$ cat config.mk
export PLATFORM = sky130hd
export DESIGN_NAME = mac_feed_ctrl
export DESIGN_NICKNAME = d
export VERILOG_FILES = /design/src/rtl/mac_pkg.sv /design/src/rtl/skew_delay.sv /design/src/rtl/mac_feed_ctrl.sv
export SDC_FILE = /design/constraint.sdc
export NUM_CORES = 1
export LEC_CHECK = 0
export BUFFER_PORTS_ARGS = -buffer_cell sky130_fd_sc_hd__buf_2
export CORE_MARGIN = 2
export CORE_UTILIZATION = 50
export CTS_CLUSTER_DIAMETER = 80
export DETAILED_ROUTE_END_ITERATION = 7
export PLACE_DENSITY = 0.82
export SLEW_MARGIN = 20
export SYNTH_ARGS = -nofsm -noshare
export SYNTH_HDL_FRONTEND = slang
export SYNTH_SLANG_ARGS = --single-unit
$ cat constraint.sdc
create_clock -name CLK -period 5 [get_ports CLK]
set_clock_uncertainty 0.2 [all_clocks]
set_input_delay 0.25 -clock CLK [delete_from_list [all_inputs] [get_ports CLK]]
set_output_delay 0.25 -clock CLK [all_outputs]
set_load 0.1 [all_outputs]
$ cat src/rtl/mac_pkg.sv
// Shared definitions for the MAC array operand feed path.
package mac_pkg;

  localparam int ARRAY_ROWS = 4;
  localparam int WORD_W     = 32;
  localparam int PH_W       = 2;

  typedef enum logic [1:0] {
    IDLE  = 2'd0,
    FEED  = 2'd1,
    DRAIN = 2'd2,
    DONE  = 2'd3
  } state_t;

endpackage

$ cat src/rtl/skew_delay.sv
// Register chain of DEPTH stages carrying a word together with its valid bit.
// A stage only reloads its word when a valid word arrives, so the output word
// is held between loads. DEPTH = 0 is a plain pass-through.
module skew_delay #(
  parameter int DEPTH = 0,
  parameter int WIDTH = 32
) (
  input  logic             CLK,
  input  logic             RST,
  input  logic             i_vld,
  input  logic [WIDTH-1:0] i_data,
  output logic             o_vld,
  output logic [WIDTH-1:0] o_data
);

  generate
    if (DEPTH == 0) begin : g_pass
      assign o_vld  = i_vld;
      assign o_data = i_data;
    end else begin : g_chain
      logic [DEPTH-1:0] r_vld;
      logic [WIDTH-1:0] r_data [DEPTH];

      // Shift valid every cycle; advance a word only alongside its valid bit.
      always_ff @(posedge CLK) begin
        if (RST) begin
          r_vld <= '0;
          for (int i = 0; i < DEPTH; i++) r_data[i] <= '0;
        end else begin
          r_vld[0] <= i_vld;
          if (i_vld) r_data[0] <= i_data;
          for (int i = 1; i < DEPTH; i++) begin
            r_vld[i] <= r_vld[i-1];
            if (r_vld[i-1]) r_data[i] <= r_data[i-1];
          end
        end
      end

      assign o_vld  = r_vld[DEPTH-1];
      assign o_data = r_data[DEPTH-1];
    end
  endgenerate

endmodule

$ cat src/rtl/mac_feed_ctrl.sv
// Streams operand words from the SRAM into the MAC array row buffers: one
// read every 4 cycles, row r loaded r cycles after row 0, then a drain wait.
module mac_feed_ctrl
  import mac_pkg::*;
#(
  parameter int ROWS      = ARRAY_ROWS,
  parameter int AW        = 8,
  parameter int DRAIN_CYC = 12
) (
  input  logic                   CLK,
  input  logic                   RST,
  input  logic                   Start,
  input  logic [AW-1:0]          BaseAddr,
  input  logic [AW-1:0]          NumVec,
  output logic                   MemRE,
  output logic [AW-1:0]          MemAddr,
  input  logic [WORD_W*ROWS-1:0] MemRData,
  output logic [WORD_W*ROWS-1:0] IWord,
  output logic [ROWS-1:0]        EN,
  output logic                   Busy,
  output logic                   Done
);

  localparam int DCW = $clog2(DRAIN_CYC + 1);
  localparam logic [DCW-1:0] DCNT_END = DCW'(DRAIN_CYC - 1);
  localparam logic [DCW-1:0] DCNT_MAX = {DCW{1'b1}};
  localparam logic [PH_W-1:0] PH_LAST = {PH_W{1'b1}};

  state_t                  r_state;
  state_t                  w_next;
  logic [AW-1:0]           r_base;
  logic [AW-1:0]           r_num;
  logic [AW-1:0]           r_k;
  logic [PH_W-1:0]         r_ph;
  logic                    r_re_p0;
  logic                    r_vld_p1;
  logic [WORD_W*ROWS-1:0]  r_data_p1;
  logic [DCW-1:0]          r_dcnt;
  logic                    r_armed;
  logic                    w_last_k;

  assign w_last_k = (r_k == r_num - 1'b1);

  // Next-state decode and state-derived outputs.
  always_comb begin
    w_next  = r_state;
    MemRE   = 1'b0;
    MemAddr = '0;
    Busy    = 1'b0;
    Done    = 1'b0;
    case (r_state)
      IDLE: begin
        if (Start) w_next = (NumVec != '0) ? FEED : DONE;
      end
      FEED: begin
        Busy = 1'b1;
        if (r_ph == '0) begin
          MemRE   = 1'b1;
          MemAddr = r_base + r_k;
        end
        if (r_ph == PH_LAST && w_last_k) w_next = DRAIN;
      end
      DRAIN: begin
        Busy = 1'b1;
        if (r_armed && r_dcnt == DCNT_END) w_next = DONE;
      end
      DONE: begin
        Busy   = 1'b1;
        Done   = 1'b1;
        w_next = IDLE;
      end
      default: w_next = IDLE;
    endcase
  end

  // State register, latched job parameters, phase and word counters.
  always_ff @(posedge CLK) begin
    if (RST) begin
      r_state <= IDLE;
      r_base  <= '0;
      r_num   <= '0;
      r_k     <= '0;
      r_ph    <= '0;
    end else begin
      r_state <= w_next;
      if (r_state == IDLE && Start) begin
        r_base <= BaseAddr;
        r_num  <= NumVec;
        r_k    <= '0;
        r_ph   <= '0;
      end else if (r_state == FEED) begin
        r_ph <= r_ph + 1'b1;
        if (r_ph == PH_LAST && !w_last_k) r_k <= r_k + 1'b1;
      end
    end
  end

  // Drain timer restarts on every last-row load and runs while armed.
  always_ff @(posedge CLK) begin
    if (RST) begin
      r_armed <= 1'b0;
      r_dcnt  <= '0;
    end else if (r_state == IDLE || r_state == DONE) begin
      r_armed <= 1'b0;
      r_dcnt  <= '0;
    end else if (EN[ROWS-1]) begin
      r_armed <= 1'b1;
      r_dcnt  <= '0;
    end else if (r_armed && r_dcnt != DCNT_MAX) begin
      r_dcnt <= r_dcnt + 1'b1;
    end
  end

  // p0: read in flight; p1: returned SRAM word captured (stage 0 of the skew).
  always_ff @(posedge CLK) begin
    if (RST) begin
      r_re_p0   <= 1'b0;
      r_vld_p1  <= 1'b0;
      r_data_p1 <= '0;
    end else begin
      r_re_p0  <= MemRE;
      r_vld_p1 <= r_re_p0;
      if (r_re_p0) r_data_p1 <= MemRData;
    end
  end

  generate
    for (genvar r = 0; r < ROWS; r++) begin : g_row
      skew_delay #(
        .DEPTH(r),
        .WIDTH(WORD_W)
      ) u_skew (
        .CLK    (CLK),
        .RST    (RST),
        .i_vld  (r_vld_p1),
        .i_data (r_data_p1[WORD_W*r +: WORD_W]),
        .o_vld  (EN[r]),
        .o_data (IWord[WORD_W*r +: WORD_W])
      );
    end
  endgenerate

endmodule
==> out/metrics.cfg <==
[status]
status=finished, final reports clean

[worst_setup_path]
path_cells=ha_1 > a21o_1 > a21oi_1 > nor2b_1 > o21a_1 > o41a_1 > xnor2_1 > nor2_1 > buf_2
crit_family=compound AO/OA/AOI/OAI gates
critPathMaxFanout=6
slowest_stage=dfxtp_1
path_class=flop to primary output
cp.arrival_ns=3.01
critPathBufInv=1
cp-start-kind=flop
critical-path-max-stage-delay_ns=0.46
critPathRequiredTime_ns=4.55
critPathCaptureType=primary output

[yosys]
synth_seq_cells=358
synth_most_common_cell=edfxtp_1
async_reset_ff_share_pct=0
synth_edf_count=192
synth_area_leaders=edfxtp_1 (41%), dfxtp_1 (23%), mux2i_1 (9.4%), and2_1 (5.8%), nor2_1 (4.1%)
synth_top_area_cell=edfxtp_1
synthCells=1146
synth.avg_cell_area_um2=12.4
syn-cell-area_um2=14200
synth_xor_area_share_pct=1.53
synth_top_family_by_area=simple AND/OR/NAND/NOR gates
yosys.area_share.simple_pct=16.0
synthDistinctLibCells=45
seq_area_frac_synth_pct=64.0
synth.area.mux_share_pct=9.38
synth_compound_area_share_pct=1.90
yosys.area.top_type_share_pct=40.6
synth_common_cells=edfxtp_1 (192), dfxtp_1 (166), nor2_1 (155)
synthAdderAreaFrac_pct=1.64
syn_nets=1311
synthFlopType=edfxtp_1
yosysWarnings=0

[timing]
grt_setup_unrepaired=no
drv_slew=0
max_slew.worst_pin.slew_ns=1.05
tns_ns=0
hold_viol_final=0
min_period_ns=3.46
worst_slack_ns=1.54
max_freq_mhz=289
slew-limit-headroom_pct=29.9
post-route-period-util_pct=69.1
setup_viol=0

[layout]
fill_cells=1911
utilization_pct=65.2
syn_to_final_growth_pct=28.0
final_layout_size_suffix_gt1_share_pct=23.5
instances_no_fill=1915
layout.nets=1672
fin_area_um2=18200

[clocking]
cts_buffers=37
clkTransAtPathRegs_ns=0.06
cts_num_sinks=358
cts_root_buf=clkbuf_16
worstSkewPairLatency_ns=0.51
htreeDepth=2
clockBufferDepth=3
cts_tree=done
postCtsSetupBuffers=0

[floorplan]
fp.dieArea_um2=29700
rows=61
io_pins=290
die_h_um=172
core_region_area_um2=27900
start_util_pct=50.9
die_x_um=172

[routing]
route.met2.wl_um=15800
ant_nets=0
met3_length_um=1790
wl_per_cell_um=16.6
wl_um=31700
wl_met1_um=12600
firstDrtPassIters=5
dr_total_vias=9473
drt_iter0_markers=527
remaining_drc_errors=0
drt-vias-per-instance=4.95
top_layer_used=met4

[power_and_ir_drop]
cellPowerDensity_nw_per_um2=454
ir_worst_vdd_uv=369
p_leak_nw=7.40

[global_routing]
grt_pass1_wl_um=48100
grt_pass1_vias=9680
grt_max_degree=97
grt_usage_pct=20.6
gr-total-overflow=0
antenna_found_initial=2

[placed_design]
dp_hpwl_um=17900
placed_area_um2=15400
pre_cts_ws_ns=2.18
port_buffers=289
gp_congestion=0.812
dp_cells=1693

[min_path]
hp-class=flop to flop

[run]
cap_violations=0

## metrics by stage
| stage | hold WS, ns | power [mW] |
|---|---|---|
| 6_report | 0.266 | 8.25 |
| 5_1_grt | 0.294 | 8.56 |
| 4_1_cts | 0.267 | 8.25 |
| 3_5_place_dp | 0.260 | 5.52 |
| 3_3_place_gp | 0.252 | 5.47 |
| 2_1_floorplan | 0.183 | 5.22 |
## routing by layer
metal	global-route usage (%)	vias up
li1	-	4524
met1	23.8	4517
met2	35.6	328
met3	4.67	104
met4	10.9	0
met5	0	-
## where the power goes
| part | leakage (nW) | switching [mW] | internal (mW) |
|---|---|---|---|
| Combinational | 3.49 | 1.41 | 0.580 |
| Sequential | 3.34 | 0.193 | 3.41 |
| Clock | 0.564 | 1.10 | 1.55 |
## cells by family (layout without fill, tap and decap cells)
kind of cell,after synthesis,after routing
AND/OR/NAND/NOR,440,440
flip-flops,358,358
buffers and inverters,134,523
multiplexers,133,133
AO/OA/AOI/OAI,39,39
XOR/XNOR,24,24
adder cells (fa/ha/maj),18,18
other,0,2
## registers in the layout, indices dropped and copies added, names as in the netlist
signal                       flops
g_row.u_skew.g_chain.r_data    192
r_data_p1                      128
r_base                           8
r_k                              8
r_num                            8
r_dcnt                           4
g_row.u_skew.g_chain.r_vld       3
r_ph                             2
r_state                          2
r_armed                          1
r_re_p0                          1
r_vld_p1                         1
## worst register-to-register path, delay by kind of cell (launching register included)
kind | cells | cell delay [ns]
and+or+nand+nor | 1 | 0.05
buffers and inverters | 2 | 1.10
muxes | 1 | 0.39
DFF | 1 | 0.97
## layout by cell type, fill, tap and decap left out, types with 3 or more instances in the layout
master	Yosys	final
a21o_1	4	4
clkbuf_16	0	38
a21oi_1	23	23
nor2b_1	70	69
nand3_1	7	7
xnor2_1	15	15
xor2_1	8	8
edfxtp_1	192	192
ha_1	17	17
buf_2	1	288
mux2i_1	133	133
clkbuf_8	0	3
or2_2	4	3
a211oi_1	4	4
and3_1	4	4
nor3_1	7	7
clkinv_2	0	4
nor2_1	155	154
and2_1	131	131
inv_1	9	9
dfxtp_1	166	165
buf_4	69	5
clkinv_1	0	6
clkbuf_1	41	12
dlygate4sd3_1	0	152
nand2_1	44	44
## layout make-up
class | count | area [um2] | area share (%)
Antenna cell | 2 | 5.00 | 0.0276
Clock buffer | 53 | 1040 | 5.71
Clock inverter | 14 | 126 | 0.696
Inverter | 9 | 33.8 | 0.186
Multi-Input combinational cell | 654 | 4350 | 23.9
Sequential cell | 358 | 9090 | 50.1
Tap cell | 378 | 473 | 2.60
Timing Repair Buffer | 447 | 3050 | 16.8
## final timing paths
kind / from / end / slack (ns) / depth (start not counted)
worst max-delay path: r_k[1] / MemAddr[7] / 1.54 / 9
worst min-delay path: r_base[0] / r_base[0] / 0.27 / 2
worst max register to register: r_re_p0 / r_data_p1[68] / 2.18 / 4
worst min register to register: r_base[0] / r_base[0] / 0.27 / 2
## what timing repair did
item                      in CTS  in global routing
hold endpoints to repair     148                  0
hold buffers                 152                  0
resized for setup              0                  0
Power figures use the tool's default switching activity.
